--- config.mk ---
export PLATFORM = sky130hd
export DESIGN_NAME = fsk2_tx_sched
export DESIGN_NICKNAME = d
export VERILOG_FILES = /design/src/rtl/fsk2_pkg.sv /design/src/rtl/fsk2_rr_arb2.sv /design/src/rtl/fsk2_tx_sched.sv
export SDC_FILE = /design/constraint.sdc
export NUM_CORES = 1
export LEC_CHECK = 0
export BUFFER_PORTS_ARGS = -buffer_cell sky130_fd_sc_hd__buf_2
export CELL_PAD_IN_SITES_DETAIL_PLACEMENT = 1
export CELL_PAD_IN_SITES_GLOBAL_PLACEMENT = 1
export CORE_MARGIN = 4
export CORE_UTILIZATION = 39
export DETAILED_ROUTE_END_ITERATION = 16
export GPL_TIMING_DRIVEN = 0
export PLACE_DENSITY_LB_ADDON = 0.1
export SYNTH_ARGS = -nofsm -noshare
export SYNTH_HDL_FRONTEND = slang
export SYNTH_HIERARCHICAL = 1
export SYNTH_SLANG_ARGS = --single-unit
export TNS_END_PERCENT = 20
--- constraint.sdc ---
create_clock -name sys_clk -period 2 [get_ports sys_clk]
set_clock_uncertainty 0.1 [all_clocks]
set_input_delay 0.2 -clock sys_clk [delete_from_list [all_inputs] [get_ports sys_clk]]
set_output_delay 0.2 -clock sys_clk [all_outputs]
set_load 0.005 [all_outputs]
--- src/rtl/fsk2_pkg.sv ---
// ============================================================================
//  Module      : fsk2_pkg
//  Description : Shared state encoding and default timing constants for the
//                two-requester FSK transmit scheduler.
//  Revision    : 1.0 - initial release
// ============================================================================
`default_nettype none

package fsk2_pkg;

    typedef enum logic [1:0] {
        ST_IDLE = 2'd0,
        ST_SEND = 2'd1,
        ST_GAP  = 2'd2
    } fsk2_state_e;

    localparam int c_bit_cycles = 50;
    localparam int c_word_bits  = 16;
    localparam int c_gap_cycles = 20;

endpackage

`default_nettype wire

--- src/rtl/fsk2_rr_arb2.sv ---
// ============================================================================
//  Module      : fsk2_rr_arb2
//  Description : Two-way round-robin arbiter; on contention the requester
//                that did not win last time is granted (one-hot output).
//  Revision    : 1.0 - initial release
// ============================================================================
`default_nettype none

module fsk2_rr_arb2 (
    input  logic [1:0] i_valid,
    input  logic       i_last,
    output logic [1:0] o_grant
);

    always_comb begin
        o_grant = 2'b00;
        case (i_valid)
            2'b01:   o_grant = 2'b01;
            2'b10:   o_grant = 2'b10;
            2'b11:   o_grant = i_last ? 2'b01 : 2'b10;
            default: o_grant = 2'b00;
        endcase
    end

endmodule

`default_nettype wire

--- src/rtl/fsk2_tx_sched.sv ---
// ============================================================================
//  Module      : fsk2_tx_sched
//  Description : Accepts frame words from two requesters, presents them to
//                the fsk2 modulator and paces SEND/GAP timing.
//  Revision    : 1.0 - initial release
// ============================================================================
`default_nettype none

module fsk2_tx_sched
    import fsk2_pkg::*;
#(
    parameter int BIT_CYCLES = c_bit_cycles,
    parameter int WORD_BITS  = c_word_bits,
    parameter int GAP_CYCLES = c_gap_cycles
) (
    input  logic                 sys_clk,
    input  logic                 sys_rst_n,
    input  logic                 req0_valid,
    input  logic [WORD_BITS-1:0] req0_data,
    output logic                 req0_ready,
    input  logic                 req1_valid,
    input  logic [WORD_BITS-1:0] req1_data,
    output logic                 req1_ready,
    output logic [WORD_BITS-1:0] fsk_data,
    output logic                 fsk_load,
    output logic                 busy,
    output logic [4:0]           bit_idx,
    output logic                 grant_id,
    output logic [7:0]           frame_cnt
);

    localparam int c_bcw = (BIT_CYCLES > 1) ? $clog2(BIT_CYCLES) : 1;
    localparam int c_gcw = (GAP_CYCLES > 1) ? $clog2(GAP_CYCLES) : 1;
    localparam logic [c_bcw-1:0] c_bit_last  = c_bcw'(BIT_CYCLES - 1);
    localparam logic [c_gcw-1:0] c_gap_last  = c_gcw'((GAP_CYCLES > 0) ? GAP_CYCLES - 1 : 0);
    localparam logic [4:0]       c_word_last = 5'(WORD_BITS - 1);

    fsk2_state_e          r_state;
    fsk2_state_e          w_state_nxt;
    logic [c_bcw-1:0]     r_cyc_cnt;
    logic [c_gcw-1:0]     r_gap_cnt;
    logic [4:0]           r_bit_idx;
    logic [WORD_BITS-1:0] r_fsk_data;
    logic                 r_fsk_load;
    logic                 r_grant_id;
    logic                 r_last;
    logic [7:0]           r_frame_cnt;
    logic [1:0]           w_grant;
    logic                 w_idle_ok;
    logic                 w_accept;
    logic                 w_send_done;
    logic                 w_gap_done;
    logic [WORD_BITS-1:0] w_sel_data;

    fsk2_rr_arb2 u_arb (
        .i_valid ({req1_valid, req0_valid}),
        .i_last  (r_last),
        .o_grant (w_grant)
    );

    // Readies are masked by reset so nothing is handshaken while held in reset.
    assign w_idle_ok   = (r_state == ST_IDLE) && sys_rst_n;
    assign req0_ready  = w_idle_ok && w_grant[0];
    assign req1_ready  = w_idle_ok && w_grant[1];
    assign w_accept    = req0_ready || req1_ready;
    assign w_sel_data  = w_grant[1] ? req1_data : req0_data;
    assign w_send_done = (r_state == ST_SEND) && (r_cyc_cnt == c_bit_last)
                         && (r_bit_idx == c_word_last);
    assign w_gap_done  = (r_state == ST_GAP) && (r_gap_cnt == c_gap_last);

    always_ff @(posedge sys_clk or negedge sys_rst_n) begin
        if (!sys_rst_n) begin
            r_state <= ST_IDLE;
        end else begin
            r_state <= w_state_nxt;
        end
    end

    always_comb begin
        w_state_nxt = r_state;
        case (r_state)
            ST_IDLE: if (w_accept)    w_state_nxt = ST_SEND;
            ST_SEND: if (w_send_done) w_state_nxt = (GAP_CYCLES == 0) ? ST_IDLE : ST_GAP;
            ST_GAP:  if (w_gap_done)  w_state_nxt = ST_IDLE;
            default: w_state_nxt = ST_IDLE;
        endcase
    end

    always_ff @(posedge sys_clk or negedge sys_rst_n) begin
        if (!sys_rst_n) begin
            r_cyc_cnt   <= '0;
            r_gap_cnt   <= '0;
            r_bit_idx   <= '0;
            r_fsk_data  <= '0;
            r_fsk_load  <= 1'b0;
            r_grant_id  <= 1'b0;
            r_last      <= 1'b1;
            r_frame_cnt <= '0;
        end else begin
            r_fsk_load <= w_accept;
            if (w_accept) begin
                r_fsk_data  <= w_sel_data;
                r_grant_id  <= w_grant[1];
                r_last      <= w_grant[1];
                r_frame_cnt <= r_frame_cnt + 8'd1;
            end
            // Bit pacing runs only inside SEND; any exit clears it to zero.
            if ((r_state == ST_SEND) && !w_send_done) begin
                if (r_cyc_cnt == c_bit_last) begin
                    r_cyc_cnt <= '0;
                    r_bit_idx <= r_bit_idx + 5'd1;
                end else begin
                    r_cyc_cnt <= r_cyc_cnt + 1'b1;
                end
            end else begin
                r_cyc_cnt <= '0;
                r_bit_idx <= '0;
            end
            if ((r_state == ST_GAP) && !w_gap_done) begin
                r_gap_cnt <= r_gap_cnt + 1'b1;
            end else begin
                r_gap_cnt <= '0;
            end
        end
    end

    assign fsk_data  = r_fsk_data;
    assign fsk_load  = r_fsk_load;
    assign busy      = (r_state != ST_IDLE);
    assign bit_idx   = r_bit_idx;
    assign grant_id  = r_grant_id;
    assign frame_cnt = r_frame_cnt;

endmodule

`default_nettype wire

==> results.py, run 1 <==
metrics = {
    "setup_path": {
        "worstPathRequired_ns": 2.13,
        "worst_setup_path_end_kind": "flop",
        "arrival_ns": 2.03,
        "cp-start-kind": "flop",
        "critical_path_class": "flop to flop",
        "worstPathMaxFanout": 6,
    },
    "global_routing": {
        "grt_pass1_vias": 1763,
        "groute.usage.overall": 0.1620,
        "wire_length_of_the_first_global_routing_pass_um": 8259,
        "aggregate_global_routing_overflow": 0,
        "grt_start_max_net_pins": 48,
        "initial_antenna_violation_count": 0,
    },
    "die": {
        "fp-row-count": 26,
        "die_height_um": 82.29,
        "num_io_pins": 70,
        "die_area_um2": 6771,
        "die_w_um": 82.29,
        "core-area_um2": 5238,
        "floorplan.initialDensity": 0.4109,
    },
    "logic_synthesis": {
        "synth-edff-count": 0,
        "yosysWarningCount": 6,
        "syn-instance-count": 181,
        "yosys_cell_types": 36,
        "synth_flop_cell": "sky130_fd_sc_hd__dfrtp_1",
        "async_reset_ff_frac": 1.000,
        "synth_area_um2": 2152,
        "ys_ff_latch": 45,
        "syn_avg_cell_area_um2": 11.89,
        "ys_seq_area_frac": 0.5238,
        "synth.net_count": 223,
    },
    "final_layout": {
        "finish.instance_area_um2": 2708,
        "synthToLayoutAreaGrowth_pct": 25.81,
        "drive_above_1_share": 0.4692,
        "final_core_util": 0.5170,
        "antenna_cells": 0,
        "layout.cells.most_common_list": "sky130_fd_sc_hd__buf_2, sky130_fd_sc_hd__dfrtp_1, sky130_fd_sc_hd__mux2_2",
        "multi_input_combinational_cell_area_um2": 979.7,
        "final_cells": 330,
        "filler_cell_count": 581,
        "register_area_um2": 1129,
        "fin_nets": 301,
        "layout.cells.most_common": "sky130_fd_sc_hd__buf_2",
    },
    "cts": {
        "clock_sinks": 45,
        "cts_tree": "yes",
        "clk_pin_slew_worst_setup_hold_paths_ns": 0.08,
        "cts.path.max_buffers": 2,
        "root_cell_of_the_clock_tree": "sky130_fd_sc_hd__clkbuf_8",
        "clock_tree.htree_level_count": 2,
        "tritoncts.num_buffers": 5,
        "clkLatencyLatePin_ns": 0.30,
    },
    "min_path": {
        "hp-class": "primary input to asynchronous set/reset pin",
    },
    "placed_design": {
        "placedCellCount": 320,
        "portBuffers": 69,
        "dp.final_hpwl_um": 3764,
        "place_congestion": 0.7897,
        "placedInstanceArea_um2": 2585,
    },
    "detailed_routing": {
        "drt_drc_violations_left": 0,
        "number_of_detailed_routing_iterations_run_before_antenna_repair": 4,
        "detailroute.via_count": 1672,
        "totalWireLength_um": 5000,
        "drt-wirelength-per-cell_um": 15.15,
        "antenna_left": 0,
        "routed_via_density": 5.067,
        "drt_first_iter_violations": 35,
    },
    "timing": {
        "max_clock_freq_ghz": 0.5247,
        "setup_violations": 0,
        "slew_violations": 0,
        "fin_worst_hold_slack_ns": -0.2037,
        "period_minus_slack_ns": 1.906,
        "layout_worst_path_cycle_share": 0.9530,
        "rsz0062_at_grt": "true",
        "worst-slew-pin-transition_ns": 0.5844,
        "finalHoldViolations": 44,
        "worst_slew_margin_rel": 0.6104,
    },
    "power": {
        "ir_worst_vdd_uv": 519.5,
        "internal-power_w": 0.001942,
        "clock_power_share": 0.190,
        "switching_power_w": 0.0008820,
        "cellPowerDensity_nw_per_um2": 1043,
        "power.switching_fraction": 0.3123,
        "power_leakage_nw": 1.337,
        "comb_power_share": 0.319,
        "seq_power_share": 0.491,
    },
    "run_status": {
        "violations": "negative hold slack",
        "outcome": "finished with violations",
    },
    "flow_run": {
        "drv_cap": 0,
    },
}
==> critical path: stages, from the launching register on <==
cell and delay [ns]:
sky130_fd_sc_hd__dfrtp_2 0.45, sky130_fd_sc_hd__ha_1 0.23, sky130_fd_sc_hd__and3_1 0.19, sky130_fd_sc_hd__ha_2 0.21, sky130_fd_sc_hd__or4_1 0.50, sky130_fd_sc_hd__a21oi_1 0.14
==> worst paths after layout <==
kind | cells after the start | to | startpoint | slack (ns)
min in group sys_clk | 3 | fsk_data[10]$_DFFE_PN0P_ | req0_data[10] | 0.16
min | 1 | frame_cnt[6]$_DFFE_PN0P_ | sys_rst_n | -0.20
min reg2reg | 1 | r_gap_cnt[0]$_DFF_PN0_ | r_gap_cnt[0]$_DFF_PN0_ | 0.37
max | 5 | bit_idx[4]$_DFFE_PN0P_ | bit_idx[0]$_DFFE_PN0P_ | 0.09
max reg2reg | 5 | bit_idx[4]$_DFFE_PN0P_ | bit_idx[0]$_DFFE_PN0P_ | 0.09
max in group asynchronous | 1 | bit_idx[0]$_DFFE_PN0P_ | sys_rst_n | 1.57
==> kinds of logic after synthesis <==
kind of cell             share of synthesized area
AND/OR/NAND/NOR                             0.1221
adder cells (fa/ha/maj)                    0.03488
flip-flops                                  0.5238
buffers and inverters                      0.02732
multiplexers                                0.1727
AO/OA/AOI/OAI                              0.06628
XOR/XNOR                                   0.05291
==> power groups by stage <==
stage	combinational, W	clock (W)	sequential [W]
4_1_cts	0.000909	0.000559	0.00139
3_3_place_gp	0.000875	0	0.00139
3_5_place_dp	0.000899	0	0.00141
5_1_grt	0.00102	0.000602	0.00144
2_1_floorplan	0.000484	0	0.00140
6_report	0.000900	0.000537	0.00139
==> cells in the mapped netlist (2+ instances only) <==
cell type | number | area share
sky130_fd_sc_hd__dfrtp_1 | 44 | 0.51
sky130_fd_sc_hd__mux2_2 | 33 | 0.17
sky130_fd_sc_hd__nor2_1 | 14 | 0.024
sky130_fd_sc_hd__inv_1 | 9 | 0.016
sky130_fd_sc_hd__nand3_1 | 7 | 0.016
sky130_fd_sc_hd__xor2_1 | 7 | 0.028
sky130_fd_sc_hd__a21oi_1 | 6 | 0.014
sky130_fd_sc_hd__ha_1 | 6 | 0.035
sky130_fd_sc_hd__o21ai_0 | 6 | 0.014
sky130_fd_sc_hd__xnor2_1 | 6 | 0.024
sky130_fd_sc_hd__buf_2 | 5 | 0.012
sky130_fd_sc_hd__nand2_1 | 4 | 0.0070
sky130_fd_sc_hd__nand4_1 | 4 | 0.012
sky130_fd_sc_hd__a21o_1 | 3 | 0.010
sky130_fd_sc_hd__and3_1 | 2 | 0.0058
sky130_fd_sc_hd__and4b_1 | 2 | 0.0093
sky130_fd_sc_hd__nor3_1 | 2 | 0.0047
sky130_fd_sc_hd__o31ai_1 | 2 | 0.0070
sky130_fd_sc_hd__or4_1 | 2 | 0.0070
==> per-stage QoR <==
step           total power (W)  setup slack [ns]  hold slack [ns]  setup TNS (ns)
2_1_floorplan         0.001880            0.1744          -0.1956               0
3_3_place_gp          0.002268           -0.5749           0.3509          -12.25
3_5_place_dp          0.002309           -0.5697           0.3375          -11.93
4_1_cts               0.002861           0.01354          -0.1845               0
5_1_grt               0.003069          -0.02005          -0.1703        -0.02005
6_report              0.002824           0.09406          -0.2037               0
==> state kept, by name, indices dropped and copies added (netlist names) <==
register	count
fsk_data	16
frame_cnt	8
r_cyc_cnt	6
bit_idx	5
r_gap_cnt	5
r_state	2
fsk_load	1
grant_id	1
r_last	1
==> layer usage <==
layer  vias up  share of wire  GRT usage
met5         -              0          0
met4         0          0.016    0.05482
met3         8          0.075    0.06291
met2        48           0.48     0.2636
met1       824           0.43     0.1953
li1        792              -          -
==> final cells by class <==
| cell class | count | share of cell area |
|---|---|---|
| plain buffers | 5 | 0.01294 |
| clock buffers | 8 | 0.02957 |
| inverters | 9 | 0.01248 |
| multi-input cells | 122 | 0.3618 |
| flip-flops and latches | 45 | 0.4168 |
| well taps | 70 | 0.03235 |
| repair buffers | 71 | 0.1340 |
==> repair_timing <==
action / in CTS / in global routing
endpoints found under the hold margin: 44 / 44
setup endpoints to repair: 26 / 23
setup buffers: 0 / 2
gates resized for setup: 5 / 6
(Power assumes the default switching activity.)
==> inputs of run 2 (changes only) <==
--- a/config.mk
+++ b/config.mk
@@ -5,13 +5,16 @@
 export SDC_FILE = /design/constraint.sdc
 export NUM_CORES = 1
 export LEC_CHECK = 0
+export ABC_CLOCK_PERIOD_IN_PS = 2000
 export BUFFER_PORTS_ARGS = -buffer_cell sky130_fd_sc_hd__buf_2
+export CAP_MARGIN = 20
 export CELL_PAD_IN_SITES_DETAIL_PLACEMENT = 1
 export CELL_PAD_IN_SITES_GLOBAL_PLACEMENT = 1
 export CORE_MARGIN = 4
 export CORE_UTILIZATION = 39
 export DETAILED_ROUTE_END_ITERATION = 16
 export GPL_TIMING_DRIVEN = 0
+export HOLD_SLACK_MARGIN = 0.02
 export PLACE_DENSITY_LB_ADDON = 0.1
 export SYNTH_ARGS = -nofsm -noshare
 export SYNTH_HDL_FRONTEND = slang
==> results.py, run 2 (synthesis gave the netlist of run 1 again) <==
metrics = {
    "run_status": {
        "outcome": "completed",
    },
    "power": {
        "total_power_w": 0.002834,
        "power_leakage_nw": 1.355,
        "ir_worst_vdd_uv": 520.7,
        "cellPowerDensity_nw_per_um2": 1034,
    },
    "cts": {
        "clock_tree.htree_level_count": 2,
        "cts_tree": "yes",
        "cts.path.max_buffers": 2,
        "clkLatencyLatePin_ns": 0.29,
        "clock_sinks": 45,
        "root_cell_of_the_clock_tree": "sky130_fd_sc_hd__clkbuf_8",
        "tritoncts.num_buffers": 5,
        "clk_pin_slew_worst_setup_hold_paths_ns": 0.09,
    },
    "detailed_routing": {
        "totalWireLength_um": 5040,
        "detailroute.via_count": 1646,
        "antenna_left": 0,
        "drt-wirelength-per-cell_um": 15.18,
        "routed_via_density": 4.958,
        "number_of_detailed_routing_iterations_run_before_antenna_repair": 4,
        "drt_drc_violations_left": 0,
        "drt_first_iter_violations": 22,
    },
    "die": {
        "die_area_um2": 6771,
        "num_io_pins": 70,
        "die_w_um": 82.29,
        "fp-row-count": 26,
        "core-area_um2": 5238,
        "die_height_um": 82.29,
        "floorplan.initialDensity": 0.4109,
    },
    "final_layout": {
        "layout.cells.most_common": "sky130_fd_sc_hd__buf_2",
        "drive_above_1_share": 0.4733,
        "final_cells": 332,
        "synthToLayoutAreaGrowth_pct": 27.38,
        "register_area_um2": 1129,
        "multi_input_combinational_cell_area_um2": 972.2,
        "filler_cell_count": 580,
        "fin_nets": 303,
        "largest_reg_flops": 16,
        "final_core_util": 0.5234,
        "antenna_cells": 0,
        "layout.cells.most_common_list": "sky130_fd_sc_hd__buf_2, sky130_fd_sc_hd__dfrtp_1, sky130_fd_sc_hd__mux2_2",
    },
    "timing": {
        "setup_violations": 0,
        "fin_worst_hold_slack_ns": 0.1589,
        "worst_slew_margin_rel": 0.5948,
        "period_minus_slack_ns": 1.904,
        "timing.final.ws_setup_ns": 0.09601,
        "max_clock_freq_ghz": 0.5252,
        "rsz0062_at_grt": "false",
        "finalHoldViolations": 0,
        "layout_worst_path_cycle_share": 0.9520,
        "slew_violations": 0,
        "worst-slew-pin-transition_ns": 0.6002,
    },
    "setup_path": {
        "source_of_the_worst_register_to_register_timing_path": "bit_idx[0]$_DFFE_PN0P_",
        "worstPathRequired_ns": 2.12,
        "cp-start-kind": "flop",
        "worst_setup_path_end_kind": "flop",
        "critical_path.startpoint": "bit_idx[0]$_DFFE_PN0P_",
        "critPathMaxStageDelay_ns": 0.50,
        "worstPathCellList": "ha_1 -> and3_1 -> ha_2 -> or4_1 -> a21oi_1",
        "cpMaxStageDelayCell": "sky130_fd_sc_hd__or4_1",
        "worstPathMaxFanout": 6,
        "critical_path_class": "flop to flop",
        "arrival_ns": 2.02,
    },
    "placed_design": {
        "dp.final_hpwl_um": 3796,
        "placedCellCount": 321,
        "portBuffers": 69,
        "pre_cts_ws_ns": -0.5694,
        "place_congestion": 0.7897,
    },
    "global_routing": {
        "aggregate_global_routing_overflow": 0,
        "groute.usage.overall": 0.1634,
        "initial_antenna_violation_count": 0,
        "grt_pass1_vias": 1747,
        "grt_start_max_net_pins": 48,
        "wire_length_of_the_first_global_routing_pass_um": 8397,
    },
    "min_path": {
        "hp-class": "primary input to flop",
        "holdCritStartpoint": "req0_data[6]",
    },
    "flow_run": {
        "drv_cap": 0,
    },
}
run 2: cell count changes in the layout (fill, tap and decap cells not counted), sizes merged:
cell         delta
buf             +2
clkbuf          -4
clkinv          +2
clkinvlp        +1
dlygate4sd3     +1
run 2: what timing repair did:
action | CTS | global route
setup endpoints to repair | 23 | 24
endpoints found under the hold margin | 44 | 44
gates cloned | 0 | 0
buffers inserted | 1 | 0
resized for setup | 3 | 6
run 2: cell type report:
class,count,share of cell area
multi-input combinational,122,0.3546
inverter,9,0.01232
clock inverter,3,0.006390
sequential,45,0.4117
clock buffer,5,0.02510
buffer,5,0.01187
tap,70,0.03195
timing repair buffer,73,0.1461
run 2: routing by layer:
metal / track usage / wire length [um] / part of all wire / vias up
met5: 0 / 0 / 0 / -
met4: 0.03488 / 31 / 0.0062 / 0
met3: 0.05857 / 332 / 0.066 / 2
met2: 0.2700 / 2512 / 0.50 / 42
met1: 0.2051 / 2163 / 0.43 / 803
li1: - / - / - / 799
run 2: final timing paths:
path | endpoint | slack [ns] | cells after the start
setup / recovery | bit_idx[4]$_DFFE_PN0P_ | 0.1 | 5
max in group asynchronous | bit_idx[0]$_DFFE_PN0P_ | 1.12 | 3
hold / removal | fsk_data[6]$_DFFE_PN0P_ | 0.16 | 3
min in group asynchronous | r_last$_DFFE_PN1P_ | 0.42 | 2
setup reg to reg | bit_idx[4]$_DFFE_PN0P_ | 0.1 | 5
hold reg to reg | r_gap_cnt[0]$_DFF_PN0_ | 0.36 | 1
run 2: through the flow:
step / area (um^2) / TNS [ns]
after global placement: 2585 / -12.25
final: 2741 / 0
after detailed placement: 2589 / -11.52
after CTS: 2690 / 0
after global routing: 2741 / 0
after floorplan: 2152 / 0
run 2: power breakdown:
part / switching [W] / total (W) / internal [W] / leakage (nW)
combinational: 0.000395 / 0.000898 / 0.000503 / 0.743
sequential: 0.000200 / 0.00139 / 0.00119 / 0.568
clock: 0.000303 / 0.000544 / 0.000241 / 0.0439
total: 0.000898 / 0.00283 / 0.00194 / 1.35
run 2: worst max-delay path, delay by kind of cell, from the launching register on:
family,cells,cell delay (ns)
flip-flops,1,0.45
AND/OR/NAND/NOR,2,0.69
adder cells (fa/ha/maj),2,0.44
AO/OA/AOI/OAI,1,0.15
